--- src/rtl/exp_series_engine.sv ---
// Iterative e^x evaluator: truncated Taylor series in unsigned Q8.8.
// Each term is the previous term times x, then times a LUT reciprocal of k.
module exp_series_engine #(
    parameter int WIDTH = 16,
    parameter int FRAC  = 8,
    parameter int CNT_W = 4
) (
    input  logic             clk,
    input  logic             rst,
    input  logic             start,
    input  logic [WIDTH-1:0] x,
    input  logic [CNT_W-1:0] n_terms,
    output logic [WIDTH-1:0] result,
    output logic             done,
    output logic             busy,
    output logic             ovf
);

    localparam logic [2:0] S_IDLE  = 3'd0;
    localparam logic [2:0] S_INIT  = 3'd1;
    localparam logic [2:0] S_MUL_X = 3'd2;
    localparam logic [2:0] S_MUL_R = 3'd3;
    localparam logic [2:0] S_ACC   = 3'd4;
    localparam logic [2:0] S_DONE  = 3'd5;

    localparam logic [WIDTH-1:0] ONE = WIDTH'(1 << FRAC);
    localparam int PROD_W = 2 * WIDTH - FRAC;

    logic [2:0]       state_q, state_d;
    logic [WIDTH-1:0] x_q, x_d;
    logic [CNT_W-1:0] n_q, n_d;
    logic [WIDTH-1:0] term_q, term_d;
    logic [WIDTH-1:0] sum_q, sum_d;
    logic [WIDTH-1:0] result_q, result_d;
    logic [CNT_W-1:0] k_q, k_d;
    logic             ovf_q, ovf_d;

    logic [WIDTH-1:0]  recip;
    logic [WIDTH-1:0]  mul_b;
    logic [PROD_W-1:0] prod_sh;
    logic [WIDTH-1:0]  mul_res;
    logic [WIDTH-FRAC-1:0] mul_hi;
    logic [WIDTH:0]    add_full;
    logic [CNT_W-1:0]  k_inc;

    // Truncated Q8.8 of 256/k; k=0 never reaches the multiplier.
    always_comb begin
        case (k_q)
            4'd1:    recip = 16'h0100;
            4'd2:    recip = 16'h0080;
            4'd3:    recip = 16'h0055;
            4'd4:    recip = 16'h0040;
            4'd5:    recip = 16'h0033;
            4'd6:    recip = 16'h002A;
            4'd7:    recip = 16'h0024;
            4'd8:    recip = 16'h0020;
            4'd9:    recip = 16'h001C;
            4'd10:   recip = 16'h0019;
            4'd11:   recip = 16'h0017;
            4'd12:   recip = 16'h0015;
            4'd13:   recip = 16'h0013;
            4'd14:   recip = 16'h0012;
            4'd15:   recip = 16'h0011;
            default: recip = '0;
        endcase
    end

    // Shared multiplier: fractional LSBs are dropped before the result is named.
    always_comb begin
        mul_b   = (state_q == S_MUL_R) ? recip : x_q;
        prod_sh = PROD_W'(({{WIDTH{1'b0}}, term_q} * {{WIDTH{1'b0}}, mul_b}) >> FRAC);
        mul_res = prod_sh[WIDTH-1:0];
        mul_hi  = prod_sh[PROD_W-1:WIDTH];
    end

    always_comb begin
        add_full = {1'b0, sum_q} + {1'b0, term_q};
        k_inc    = k_q + 1'b1;
    end

    always_comb begin
        state_d  = state_q;
        x_d      = x_q;
        n_d      = n_q;
        term_d   = term_q;
        sum_d    = sum_q;
        result_d = result_q;
        k_d      = k_q;
        ovf_d    = ovf_q;
        case (state_q)
            S_IDLE: begin
                if (start) begin
                    x_d     = x;
                    n_d     = n_terms;
                    ovf_d   = 1'b0;
                    state_d = S_INIT;
                end
            end
            S_INIT: begin
                term_d = ONE;
                k_d    = {{(CNT_W-1){1'b0}}, 1'b1};
                sum_d  = (n_q == '0) ? '0 : ONE;
                if (n_q <= {{(CNT_W-1){1'b0}}, 1'b1}) begin
                    // result is loaded on entry to DONE so it is valid with the pulse
                    result_d = (n_q == '0) ? '0 : ONE;
                    state_d  = S_DONE;
                end else begin
                    state_d = S_MUL_X;
                end
            end
            S_MUL_X: begin
                term_d = mul_res;
                if (mul_hi != '0) ovf_d = 1'b1;
                state_d = S_MUL_R;
            end
            S_MUL_R: begin
                term_d = mul_res;
                if (mul_hi != '0) ovf_d = 1'b1;
                state_d = S_ACC;
            end
            S_ACC: begin
                sum_d = add_full[WIDTH-1:0];
                if (add_full[WIDTH]) ovf_d = 1'b1;
                k_d = k_inc;
                if (k_inc == n_q) begin
                    result_d = add_full[WIDTH-1:0];
                    state_d  = S_DONE;
                end else begin
                    state_d = S_MUL_X;
                end
            end
            S_DONE: begin
                state_d = S_IDLE;
            end
            default: begin
                state_d = S_IDLE;
            end
        endcase
    end

    always_ff @(posedge clk or posedge rst) begin
        if (rst) begin
            state_q  <= S_IDLE;
            x_q      <= '0;
            n_q      <= '0;
            term_q   <= '0;
            sum_q    <= '0;
            result_q <= '0;
            k_q      <= '0;
            ovf_q    <= 1'b0;
        end else begin
            state_q  <= state_d;
            x_q      <= x_d;
            n_q      <= n_d;
            term_q   <= term_d;
            sum_q    <= sum_d;
            result_q <= result_d;
            k_q      <= k_d;
            ovf_q    <= ovf_d;
        end
    end

    assign result = result_q;
    assign done   = (state_q == S_DONE);
    assign busy   = (state_q != S_IDLE);
    assign ovf    = ovf_q;

endmodule

--- config.mk ---
export PLATFORM = sky130hd
export DESIGN_NAME = exp_series_engine
export DESIGN_NICKNAME = d
export VERILOG_FILES = /design/src/rtl/exp_series_engine.sv
export SDC_FILE = /design/constraint.sdc
export NUM_CORES = 1
export LEC_CHECK = 0
export ABC_AREA = 1
export CAP_MARGIN = 20
export CORE_MARGIN = 2
export CORE_UTILIZATION = 46
export CTS_CLUSTER_SIZE = 8
export DETAILED_ROUTE_END_ITERATION = 10
export DONT_BUFFER_PORTS = 1
export HOLD_SLACK_MARGIN = 0.02
export PLACE_DENSITY_LB_ADDON = 0.15
export SLEW_MARGIN = 15
export SYNTH_ARGS = -nofsm -noshare
export SYNTH_HDL_FRONTEND = slang
export SYNTH_SLANG_ARGS = --single-unit
--- constraint.sdc ---
create_clock -name clk -period 15.8 [get_ports clk]
set_input_delay 2.37 -clock clk [delete_from_list [all_inputs] [get_ports clk]]
set_output_delay 2.37 -clock clk [all_outputs]
set_load 0.02 [all_outputs]
# Word level (Yosys, flattened, before mapping)
# Memory sizes are Yosys's and may differ from the RTL's.
# Index checks and enable logic that the tools add are counted.
# word_totals
regBits,76
romBits,144
in_bits,23
out_inout_bits,19
wordCells,51
mem_count,1
# op_classes
add_sub_neg,2
n_mul,1
magnitude_cmp,1
eq_ne,11
mux,16
reduce_logical,11
# memory_table
memory,depth,word_bits,rd,rd_ports_with_merged_regs,write_ports,line,source
(name not given),16,9,1,0,0,48,case (k_q)
# op_table
cell,count
$pmux 16 s2,3
$mux 16,3
$mul 16x16->32,1
$add 16x16->17,1
$pmux 3 s5,1
$mux 3,3
$mux 9,1
$ne 2x2->1 const B,4
$pmux 4 s2,1
$reduce_bool 8->1,1
$eq 3x2->1 const B,2
$eq 3x3->1 const B,2
$reduce_bool 3->1,2
$add 4x1->4 const B,1
$eq 4x4->1,1
$le 4x1->1 const B,1
$logic_not 4->1,1
$reduce_and 4->1,1
$reduce_bool 2->1,2
$eq 3x1->1 const B,1
$logic_not 3->1,1
$mux 1,3
$pmux 1 s3,1
$reduce_and 3->1,1
3 further kinds,3

# Depth between registers and ports, before layout
# logic_depth
ltp_word,6
mapped_depth,38
mapped_depth_nobuf,37

# Worst setup path after synthesis
# OpenSTA, ideal clock, no wires.
# synth_path
path_type,register -> register
startpoint,reg k_q[0]
endpoint,"reg ovf_q, in the netlist ovf"
setup_time_ns,0.117
arrival_time_ns,6.387
required_ns,15.683
path_slack_ns,9.296
stages_incl_launch_ff,34
n_path_buf,0
synth_period_minus_slack_ns,6.504
cell_sequence,dfrtp_1 inv_1 ha_1 or2_2 o211ai_1 nand3_1 o21ai_1 clkinv_1 nand2_1 fa_1 fa_1 inv_1 fa_1 fa_1 fa_1 inv_1 fa_1 inv_1 ha_1 nand2_1 nor2_1 nand2_1 nor3_1 nand4_1 nand2_1 nand2_1 nand2_1 nor2_1 a21oi_1 nand3_1 nor2_1 nand2_1 nand3_1 nand2_1
# synth_between
elab_chain_cells,6
# synth_rtl
item,line,source
start: declaration,35,"logic [CNT_W-1:0] k_q, k_d;"
start signal: assignment,158,k_q <= k_d;
$mem_v2 16x9,n/a,
$mux 16,70,mul_b = (state_q == S_MUL_R) ? recip : x_q;
$mul 16x16->32,71,"prod_sh = PROD_W'(({{WIDTH{1'b0}}, term_q} * {{WIDTH{1'b0}}, mul_b}) >> FRAC);"
$reduce_bool 8->1,"113, 118",
$ne 2x1->1 (no source line),n/a,
$reduce_and 4->1 (no source line),n/a,
end signal: assignment,159,ovf_q <= ovf_d;
end: declaration,36,"logic ovf_q, ovf_d;"
# No other way between the ends.
# A chain may end at the register's enable or synchronous reset.

# Final worst setup path
# layout_path
startpoint,reg state_q[1]
endpoint,"reg ovf_q, in the netlist ovf"
# layout_between
elab_chain_cells,6
elab_cells_between_ends,14
classes_between,mul: 1; eq/ne: 6; mux: 2; reduce/logical: 5
# layout_rtl
item,line,source
start: declaration,29,"logic [2:0] state_q, state_d;"
start signal: assignment,152,state_q <= state_d;
$eq 3x2->1,"70, 90",
$mux 16,70,
$mul 16x16->32,71,
$reduce_bool 8->1,"113, 118",
$ne 2x1->1 (no source line),n/a,
$reduce_and 4->1 (no source line),n/a,
# Several ways; a longest one is shown, not always the timed one.

==> impl_results.md <==
- Number of buffers added for setup after CTS: 0
- WHS Endpoint: x_q[3]$_DFFE_PP0P_
- Seq cells post-synth: 76
- Simple-Gate Fraction of Synth Area: 0.1926
- Biggest area consumer among synthesized cells: fa_1
- P&R area growth vs syn: 5.618%
- Worst Setup Start Kind: flip-flop
- GR Util met2: 0.4101
- CTS tree: done
- Fillers: 2688
- Post-synth EDFFs: 0
- CTS buffer count: 9
- Worst endpoint required time: 16.05 ns
- Post-synthesis adder-cell area fraction: 0.4290
- Post-DP HPWL: 28420 um
- R2r startpoint: state_q[1]$_DFFE_PP0P_
- DRT antenna net count: 0
- Core ar.: 0.02703 sq mm
- Hold Vio Cnt, Final: 0
- Post-Syn Area per Cell: 7.836 sq um
- Vias per inst: 5.328
- WL/cell: 17.91 um
- Share of cells above drive strength 1: 0.04055
- Top-count cell post-synth: inv_1
- Leading post-synthesis cells by cell area: fa_1 (31%), dfrtp_1 (15%), ha_1 (12%)
- Tcrit/Tclk final: 0.4638
- Hold slack: 0.5082 ns
- Combinational family with the most area after synthesis: adder cells
- Final Max Slew Viols: 0
- DRC violations left: 0
- Top cells by count, synth: inv_1 (365), nand2_1 (276), nor2_1 (227), fa_1 (194), ha_1 (124)
- CTS root buf: clkbuf_16
- Post-Synth XOR/XNOR Area: 0.01244
- Starting DRT DRC Count: 695
- IO buf count: 0
- WL final: 34810 um
- Setup TNS: 0 ns
- Yosys warnings: 0
- Clock buffer depth: 2
- Critical path peak fanout: 19
- Clock slew at the register clock pins of the worst setup and hold paths: 0.07 ns
- Initial antenna violation count: 0
- Total track usage: 0.2545
- Worst-Margin Slew: 1.008 ns
- Syn Nets: 1958
- Sequential area share after synthesis: 0.1501
- HP Class: flip-flop to flip-flop
- Min Clock Period, post-route: 7.327 ns
- Worst r2r dst: ovf$_DFFE_PP0P_
- Mux cell area share after synthesis: 0.009776
- Die area: 0.02889 sq mm
- Asr flop ratio synth: 1.000
- H-tree levels: 3
- Relative slew slack: 0.3274
- Vias in the first global route: 10.39k
- M1 GR Usage: 0.3544
- # rows: 60
- Hold_sp: x_q[3]$_DFFE_PP0P_
- Critical path class: flip-flop to flip-flop
- Max Cap Viol: 0
- # diodes: 0
- R2R depth: 27
- Synth Area in Compound Gates: 0.08127
- Cells after Synth: 1617
- Clk Latency, worst-skew pair: 0.36 ns
- Crit end category: flip-flop
- Global-route wire length before repair: 55970 um
- Highest clock rate: 0.1365 GHz
- Most used DFF post-synth: dfrtp_1
- Top-area cell type share of the netlist area: 0.3065
- Worst reg2reg setup slack: 8.47 ns
- # IOs: 42
- Met3 Track Usage GR: 0.03605
- Chip height: 170.0 um
- Die width: 170.0 um
- Crit path DAT: 7.58 ns
- Gpl congestion: 0.9102
- Layer with the highest usage: met2
- Sequential Area: 0.001902 sq mm
- Largest net degree at the start of global routing: 77
- RSZ-0062 raised after global routing: false
- Vias: 10.36k
- Initial Utilization: 0.4688
- Area of the multi-input gates: 0.009186 sq mm
- Layout Skew: 0.009425 ns
- Status: finished, final reports clean
- Cell variety after synth: 47
- Total gr overflow: 0
- WHS Path Cells: 2
- Hold buffers post-CTS: 0
- Cell Area, Synth: 0.01267 sq mm
- PostCTS Resize Cnt: 0
- Clock Sinks: 76
- Net count, final: 1939
- Number of setup violations in the final report: 0
- Pre-antenna DRT Iters: 6
## state kept, by name (all words and copies together) (netlist names)
signal / count
result: 16
sum_q: 16
term_q: 16
x_q: 16
k_q: 4
n_q: 4
state_q: 3
ovf: 1
## per-stage QoR
step	cell area [sq um]	setup WS, ns	util	std cells
after global routing	13380	7.907	0.4952	1944
after floorplan	12670	9.296	-	1617
after global placement	12990	8.407	0.4806	1925
after CTS	13340	8.460	0.4936	1941
after detailed placement	12990	8.502	0.4806	1925
final	13380	8.473	0.4952	1944
## how the worst max path moves through the flow
stage,start,endpoint,slack [ns],cells after the start
finish,state_q[1]$_DFFE_PP0P_,ovf$_DFFE_PP0P_,8.47,27
global route,state_q[1]$_DFFE_PP0P_,ovf$_DFFE_PP0P_,7.91,28
CTS,state_q[1]$_DFFE_PP0P_,ovf$_DFFE_PP0P_,8.46,25
detailed placement,state_q[1]$_DFFE_PP0P_,ovf$_DFFE_PP0P_,8.50,25
global placement,state_q[1]$_DFFE_PP0P_,ovf$_DFFE_PP0P_,8.41,25
floorplan,k_q[0]$_DFFE_PP0P_,ovf$_DFFE_PP0P_,9.30,33
## cells by family after synthesis
kind of cell	after synthesis
and+or+nand+nor	596
AOI/OAI and AO/OA	179
DFF	76
adders and majority gates	318
muxes	11
buffers and inverters	419
xor gates and xnor gates	18
## layout make-up
cell class                 instances  area share
multi-input combinational       1122      0.6864
sequential                        76      0.1421
inverter                         380      0.1069
tap                              341     0.03188
clock buffer                      11     0.01814
clock inverter                     5    0.008040
timing repair buffer               9    0.006545
## worst max-delay path: stages, from the launching register on
cell and delay [ns]:
dfrtp_1 0.44, nand2_4 0.27, nor2_8 0.11, nor2_1 0.55, inv_1 0.40, nor2_1 0.24, fa_1 0.47, fa_1 0.54
inv_1 0.05, fa_1 0.47, inv_1 0.05, fa_1 0.47, inv_1 0.05, fa_1 0.53, inv_1 0.04, ha_1 0.30
ha_1 0.38, a21o_1 0.24, a21boi_0 0.28, nor2_1 0.11, a2111oi_0 0.64, nand2_1 0.12, nand2_1 0.08, nand3_1 0.06
nor2_1 0.11, nand2_1 0.08, nand3_1 0.07, nand2_1 0.06
## cell usage in the layout, fill, tap and decap left out, drive strengths merged, types with 2 or more instances in the layout
cell type  count
inv          369
nand2        286
nor2         229
fa           194
ha           124
dfrtp         76
o21ai         61
a21oi         60
nand3         52
o22ai         15
nor3          13
xnor2         13
clkinv        13
mux2          11
clkbuf        11
a21o          10
a31oi          9
buf            9
or2            7
xor2           5
a211oi         4
o21a           4
nand4          4
o211ai         3
bufinv         3
o31ai          2
o21bai         2
nand3b         2
and3           2
o221a          2
## routing by layer
layer | routed length [um] | part of all wire
met1 | 15400 | 0.44
met2 | 16380 | 0.47
met3 | 1969 | 0.057
met4 | 1064 | 0.031
met5 | 0 | 0
Power is not shown: default switching activity piles up to over one toggle a cycle in this logic, so the estimate is an artifact.
